<file path="src/rtl/find_mode_param.sv">
// ============================================================================
// Module   : find_mode_param
// Brief    : Streaming mode finder over a bounded distinct-value table.
// Revision : 1.0
// ============================================================================
`default_nettype none

module find_mode_param #(
    parameter int DATA_W = 8,
    parameter int DEPTH  = 16,
    parameter int CNT_W  = 8
) (
    input  logic              clk,
    input  logic              rst,
    input  logic              next,
    input  logic [DATA_W-1:0] number,
    input  logic              clear,
    output logic [DATA_W-1:0] out,
    output logic [CNT_W-1:0]  out_cnt,
    output logic [CNT_W-1:0]  total,
    output logic              valid,
    output logic              overflow
);

    localparam int              C_IDX_W   = (DEPTH > 1) ? $clog2(DEPTH) : 1;
    localparam logic [CNT_W-1:0] C_CNT_MAX = '1;

    logic              used_q [DEPTH];
    logic [DATA_W-1:0] val_q  [DEPTH];
    logic [CNT_W-1:0]  cnt_q  [DEPTH];
    logic              used_d [DEPTH];
    logic [DATA_W-1:0] val_d  [DEPTH];
    logic [CNT_W-1:0]  cnt_d  [DEPTH];

    logic [DATA_W-1:0] out_q, out_d;
    logic [CNT_W-1:0]  out_cnt_q, out_cnt_d;
    logic [CNT_W-1:0]  total_q, total_d;
    logic              valid_q, valid_d;
    logic              overflow_q, overflow_d;

    logic [DEPTH-1:0]   hit_vec;
    logic               hit;
    logic               full;
    logic [C_IDX_W-1:0] hit_idx;
    logic [C_IDX_W-1:0] free_idx;
    logic [C_IDX_W-1:0] touch_idx;
    logic [CNT_W-1:0]   cnt_cur;
    logic [CNT_W-1:0]   c_new;
    logic               touched;
    logic               dropped;

    generate
        for (genvar g = 0; g < DEPTH; g++) begin : g_match
            assign hit_vec[g] = used_q[g] && (val_q[g] == number);
        end
    endgenerate

    // A value is stored at most once, so the hit vector is one-hot or zero.
    always_comb begin
        hit      = |hit_vec;
        hit_idx  = '0;
        free_idx = '0;
        full     = 1'b1;
        for (int i = 0; i < DEPTH; i++) begin
            if (hit_vec[i]) hit_idx = C_IDX_W'(i);
            if (!used_q[i]) full = 1'b0;
        end
        for (int i = DEPTH - 1; i >= 0; i--) begin
            if (!used_q[i]) free_idx = C_IDX_W'(i);
        end
    end

    always_comb begin
        touch_idx = hit ? hit_idx : free_idx;
        cnt_cur   = hit ? cnt_q[hit_idx] : '0;
        c_new     = (cnt_cur == C_CNT_MAX) ? cnt_cur : cnt_cur + 1'b1;
        touched   = next && (hit || !full);
        dropped   = next && !hit && full;
    end

    always_comb begin
        used_d     = used_q;
        val_d      = val_q;
        cnt_d      = cnt_q;
        out_d      = out_q;
        out_cnt_d  = out_cnt_q;
        total_d    = total_q;
        valid_d    = valid_q | next;
        overflow_d = overflow_q | dropped;
        if (next && (total_q != C_CNT_MAX)) begin
            total_d = total_q + 1'b1;
        end
        if (touched) begin
            used_d[touch_idx] = 1'b1;
            val_d[touch_idx]  = number;
            cnt_d[touch_idx]  = c_new;
            // Strictly greater wins; the incumbent keeps tracking its own count.
            if ((c_new > out_cnt_q) || (valid_q && (number == out_q))) begin
                out_d     = number;
                out_cnt_d = c_new;
            end
        end
    end

    always_ff @(posedge clk) begin
        if (rst || clear) begin
            for (int i = 0; i < DEPTH; i++) begin
                used_q[i] <= 1'b0;
                val_q[i]  <= '0;
                cnt_q[i]  <= '0;
            end
            out_q      <= '0;
            out_cnt_q  <= '0;
            total_q    <= '0;
            valid_q    <= 1'b0;
            overflow_q <= 1'b0;
        end else begin
            used_q     <= used_d;
            val_q      <= val_d;
            cnt_q      <= cnt_d;
            out_q      <= out_d;
            out_cnt_q  <= out_cnt_d;
            total_q    <= total_d;
            valid_q    <= valid_d;
            overflow_q <= overflow_d;
        end
    end

    assign out      = out_q;
    assign out_cnt  = out_cnt_q;
    assign total    = total_q;
    assign valid    = valid_q;
    assign overflow = overflow_q;

endmodule

`default_nettype wire

</file>
<file path="config.mk">
export PLATFORM = sky130hd
export DESIGN_NAME = find_mode_param
export DESIGN_NICKNAME = d
export VERILOG_FILES = /design/src/rtl/find_mode_param.sv
export SDC_FILE = /design/constraint.sdc
export NUM_CORES = 1
export LEC_CHECK = 0
export ABC_AREA = 1
export CAP_MARGIN = 5
export CORE_MARGIN = 1.5
export CORE_UTILIZATION = 40
export CTS_CLUSTER_DIAMETER = 100
export CTS_CLUSTER_SIZE = 28
export DETAILED_ROUTE_END_ITERATION = 10
export GPL_TIMING_DRIVEN = 0
export HOLD_SLACK_MARGIN = 0.08
export MAX_ROUTING_LAYER = met4
export PLACE_DENSITY = 0.66
export SLEW_MARGIN = 20
export SYNTH_ARGS = -nofsm -noshare
export SYNTH_HDL_FRONTEND = slang
export SYNTH_SLANG_ARGS = --single-unit
</file>
<file path="constraint.sdc">
create_clock -name clk -period 5.6 [get_ports clk]
set_clock_uncertainty 0.2 [all_clocks]
set_input_delay 1.12 -clock clk [delete_from_list [all_inputs] [get_ports clk]]
set_output_delay 1.12 -clock clk [all_outputs]
set_load 0.01 [all_outputs]
</file>
==> results.cfg <==
[flow_run]
max_cap_viol_count = 0

[clock_tree]
cts_buffers = 15
clk_latency_ns = 0.53
cts_buffer_depth = 3
cts_hold_buf = 0
cts_tree = yes
h-tree-depth = 1
cts-root-buf = clkbuf_16
numClockSinks = 298
clkTransAtPathRegs_ns = 0.12

[power_and_ir_drop]
power_leakage_nw = 7.675
p_switching_w = 0.001052
powerDensity_mw_per_mm2 = 214.5
p_sw_share_pct = 27.28
p_int_w = 0.002803
p_comb_share_pct = 10.7
worst_ir_drop_vdd_mv = 0.1747
pwr-share-seq_pct = 55.8
total_power_w = 0.003855
pwr-share-clk_pct = 33.4

[finish]
layout.nets = 2275
syn_to_final_growth_pct = 20.23
num_antenna_cells = 0
drive_above_1_share_pct = 15.34
final_cells = 2723

[sta]
maxSlewViolCount = 0
fin_ws_ns = -0.03898
tightest_slew_ns = 1.093
hold_violations = 0
period_minus_slack_ns = 5.639
whs_ns = 0.2751
rsz0062_at_grt = yes
fmax_ghz = 0.1773
period_share_pct = 100.7
setup_viol = 7
slew_headroom_pct = 27.10

[setup_path]
start_kind = input port
crit_fanout = 10
crit_buf_inv = 13
crit_top_cell = nand2_2
crit_required_ns = 5.84
cp_top_family = simple AND/OR/NAND/NOR gates
worst_path_largest_cell_delay_ns = 0.33
r2r_start = used_q[13]
arrival_ns = 5.88
critPathSlowestCell = ha_1
worstSetupEndpointType = flip-flop
reg2reg_slack_ns = 0.42
reg2regPathDepth = 45
worstReg2RegEnd = out_cnt[7]
crit_type = in -> reg

[floorplanning]
die_w_um = 196.3
ioPinCount = 38
die-height_um = 196.3
core_mm2 = 0.03670
row_count = 70
start_util_pct = 40.72
die-area_mm2 = 0.03853

[detailed_routing]
firstDrtPassIters = 5
remaining_drc_errors = 0
drtIter0Drc = 1885
drt-vias-per-instance = 5.776
wire_per_inst_um = 21.64
routed-via-count = 15730
antenna_left = 0
drt-total-wl_um = 58920

[logic_synthesis]
synth_top_area_cell = dfxtp_1
ys_seq_elements = 298
yosysTopAreaCellShare_pct = 39.92
seq_area_frac_synth_pct = 39.92
yosys-top-cells-area = dfxtp_1, nand3_1, nand2_1
syn_area_per_cell_um2 = 7.000
synth_cell_types = 46
synth_cells = 2135
synth_area_mm2 = 0.01494
yosysWarnings = 0
syn_nets = 2157

[min_path]
holdCritStartpoint = val_q[103]
hold_path_depth = 2
hold_path.class = reg -> reg
hold_end = val_q[103]

[outcome]
outcome = finished with violations
violations = negative setup slack

[placement]
dp_cells = 2636
hpwl_um = 40500
numPortBuffers = 33
gp_congestion = 0.9921

[global_routing]
grt_use_total_pct = 30.41
antenna_found_initial = 0
grt_pass1_wl_um = 86640
grt-ovfl-total = 0
grt_pass1_vias = 14610
grt_max_degree = 29
==> worst max-delay path by stage <==
stage          cells after the start  startpoint         end  slack, ns
2_1_floorplan                     40   number[3]  out_cnt[3]      0.007
3_3_place_gp                      39   number[1]  out_cnt[6]      -2.50
3_5_place_dp                      39   number[1]  out_cnt[6]      -2.48
4_1_cts                           49   number[0]      out[6]      0.002
5_1_grt                           41   number[2]  out_cnt[7]      -0.28
6_report                          42   number[2]  out_cnt[7]      -0.04
==> power by group through the flow <==
stage	combinational (W)	clock, W	sequential (W)
after global placement	0.000321	0	0.00220
after floorplan	0.000188	0	0.00220
after global routing	0.000437	0.00136	0.00216
final	0.000414	0.00129	0.00215
after detailed placement	0.000324	0	0.00220
after CTS	0.000368	0.00128	0.00215
==> metal layers <==
| metal | GRT usage (%) | routed length (µm) | vias to the layer above |
|---|---|---|---|
| met5 | - | 0 | - |
| met4 | 15.47 | 3057 | 0 |
| met3 | 5.759 | 5893 | 210 |
| met2 | 46.44 | 25880 | 901 |
| met1 | 38.32 | 24090 | 7399 |
| li1 | - | - | 7218 |
==> layout make-up <==
class | instances | area [µm²]
fill | 3537 | 18730
tap | 468 | 585.6
multi-input combinational | 1417 | 7807
sequential | 298 | 5966
clock buffer | 15 | 375.4
inverter | 270 | 1064
buffer | 148 | 1092
timing repair buffer | 103 | 1026
clock inverter | 4 | 51.30
==> worst min-delay path, stage by stage, from the launching register on <==
cell and delay, ns:
dfxtp_1 0.33, inv_1 0.06, a21oi_1 0.05
==> layout by cell type, fill, tap and decap left out, types with 6 or more instances in the layout <==
cell | netlist | routed
nor3_1 | 12 | 7
buf_4 | 17 | 67
o211ai_1 | 6 | 6
buf_8 | 0 | 18
o21bai_1 | 18 | 18
nand4_1 | 12 | 12
xnor2_1 | 23 | 23
nand2_1 | 320 | 280
a21oi_1 | 202 | 196
xor2_1 | 33 | 33
buf_12 | 0 | 10
clkbuf_16 | 0 | 19
a21oi_2 | 10 | 15
inv_2 | 17 | 11
nand2_4 | 1 | 21
nor2_4 | 3 | 10
o21ai_1 | 5 | 10
nand2_2 | 13 | 32
nor4_1 | 10 | 8
o21ai_0 | 205 | 197
buf_2 | 58 | 32
inv_4 | 0 | 7
nand3_2 | 3 | 24
inv_1 | 251 | 245
nor2_1 | 167 | 162
or2_2 | 7 | 7
o22ai_1 | 22 | 22
buf_6 | 9 | 26
nand3_1 | 262 | 236
dfxtp_1 | 298 | 298
o21a_1 | 43 | 43
clkbuf_1 | 61 | 53
clkdlybuf4s50_1 | 0 | 29
==> flip-flops by register name (all words and copies together), names as in the netlist <==
name and cells:
cnt_q 128, overflow 1, valid 1, val_q 128, total 8, out 8
used_q 16, out_cnt 8
==> synth_stat cells (all sizes together) <==
cell type  number
nand2         335
dfxtp         298
inv           268
nand3         265
a21oi         212
o21ai         210
nor2          174
buf            89
clkbuf         61
o21a           43
xor2           34
xnor2          23
o22ai          22
o21bai         18
nand4          12
nor3           12
ha             10
nor4           10
or2             8
o211ai          6
a2111oi         5
a221oi          3
nor3b           3
o2111ai         3
a31oi           2
clkinv          2
o221ai          2
a211oi          1
a311oi          1
and2            1
nand3b          1
o41ai           1
==> metrics by stage <==
| step | setup WS (ns) | cell area (µm²) | util, % | setup TNS (ns) |
|---|---|---|---|---|
| CTS | 0.001673 | 17300 | 47.13 | 0 |
| global placement | -2.503 | 15880 | 43.26 | -141.03 |
| floorplan | 0.006547 | 14960 | - | 0 |
| detailed placement | -2.479 | 15880 | 43.26 | -138.55 |
| global route | -0.2800 | 17970 | 48.96 | -3.842 |
| finish | -0.03898 | 17970 | 48.96 | -0.1278 |
==> logic make-up after synthesis <==
kind of cell	Yosys count	synth area share (%)
buffers and inverters	420	11.91
flip-flops	298	39.92
adder cells (fa/ha/maj)	10	0.8372
XOR/XNOR	57	3.391
AND/OR/NAND/NOR	821	24.25
AO/OA/AOI/OAI	529	19.68
==> what timing repair did <==
item                                    CTS  global route
gates resized for setup                 200           112
cloned                                    2             4
setup buffers                            44            21
endpoints found under the setup margin   98            16
endpoints found under the hold margin     0             0
pin swaps                                46            66
Power figures use the tool's default switching activity.
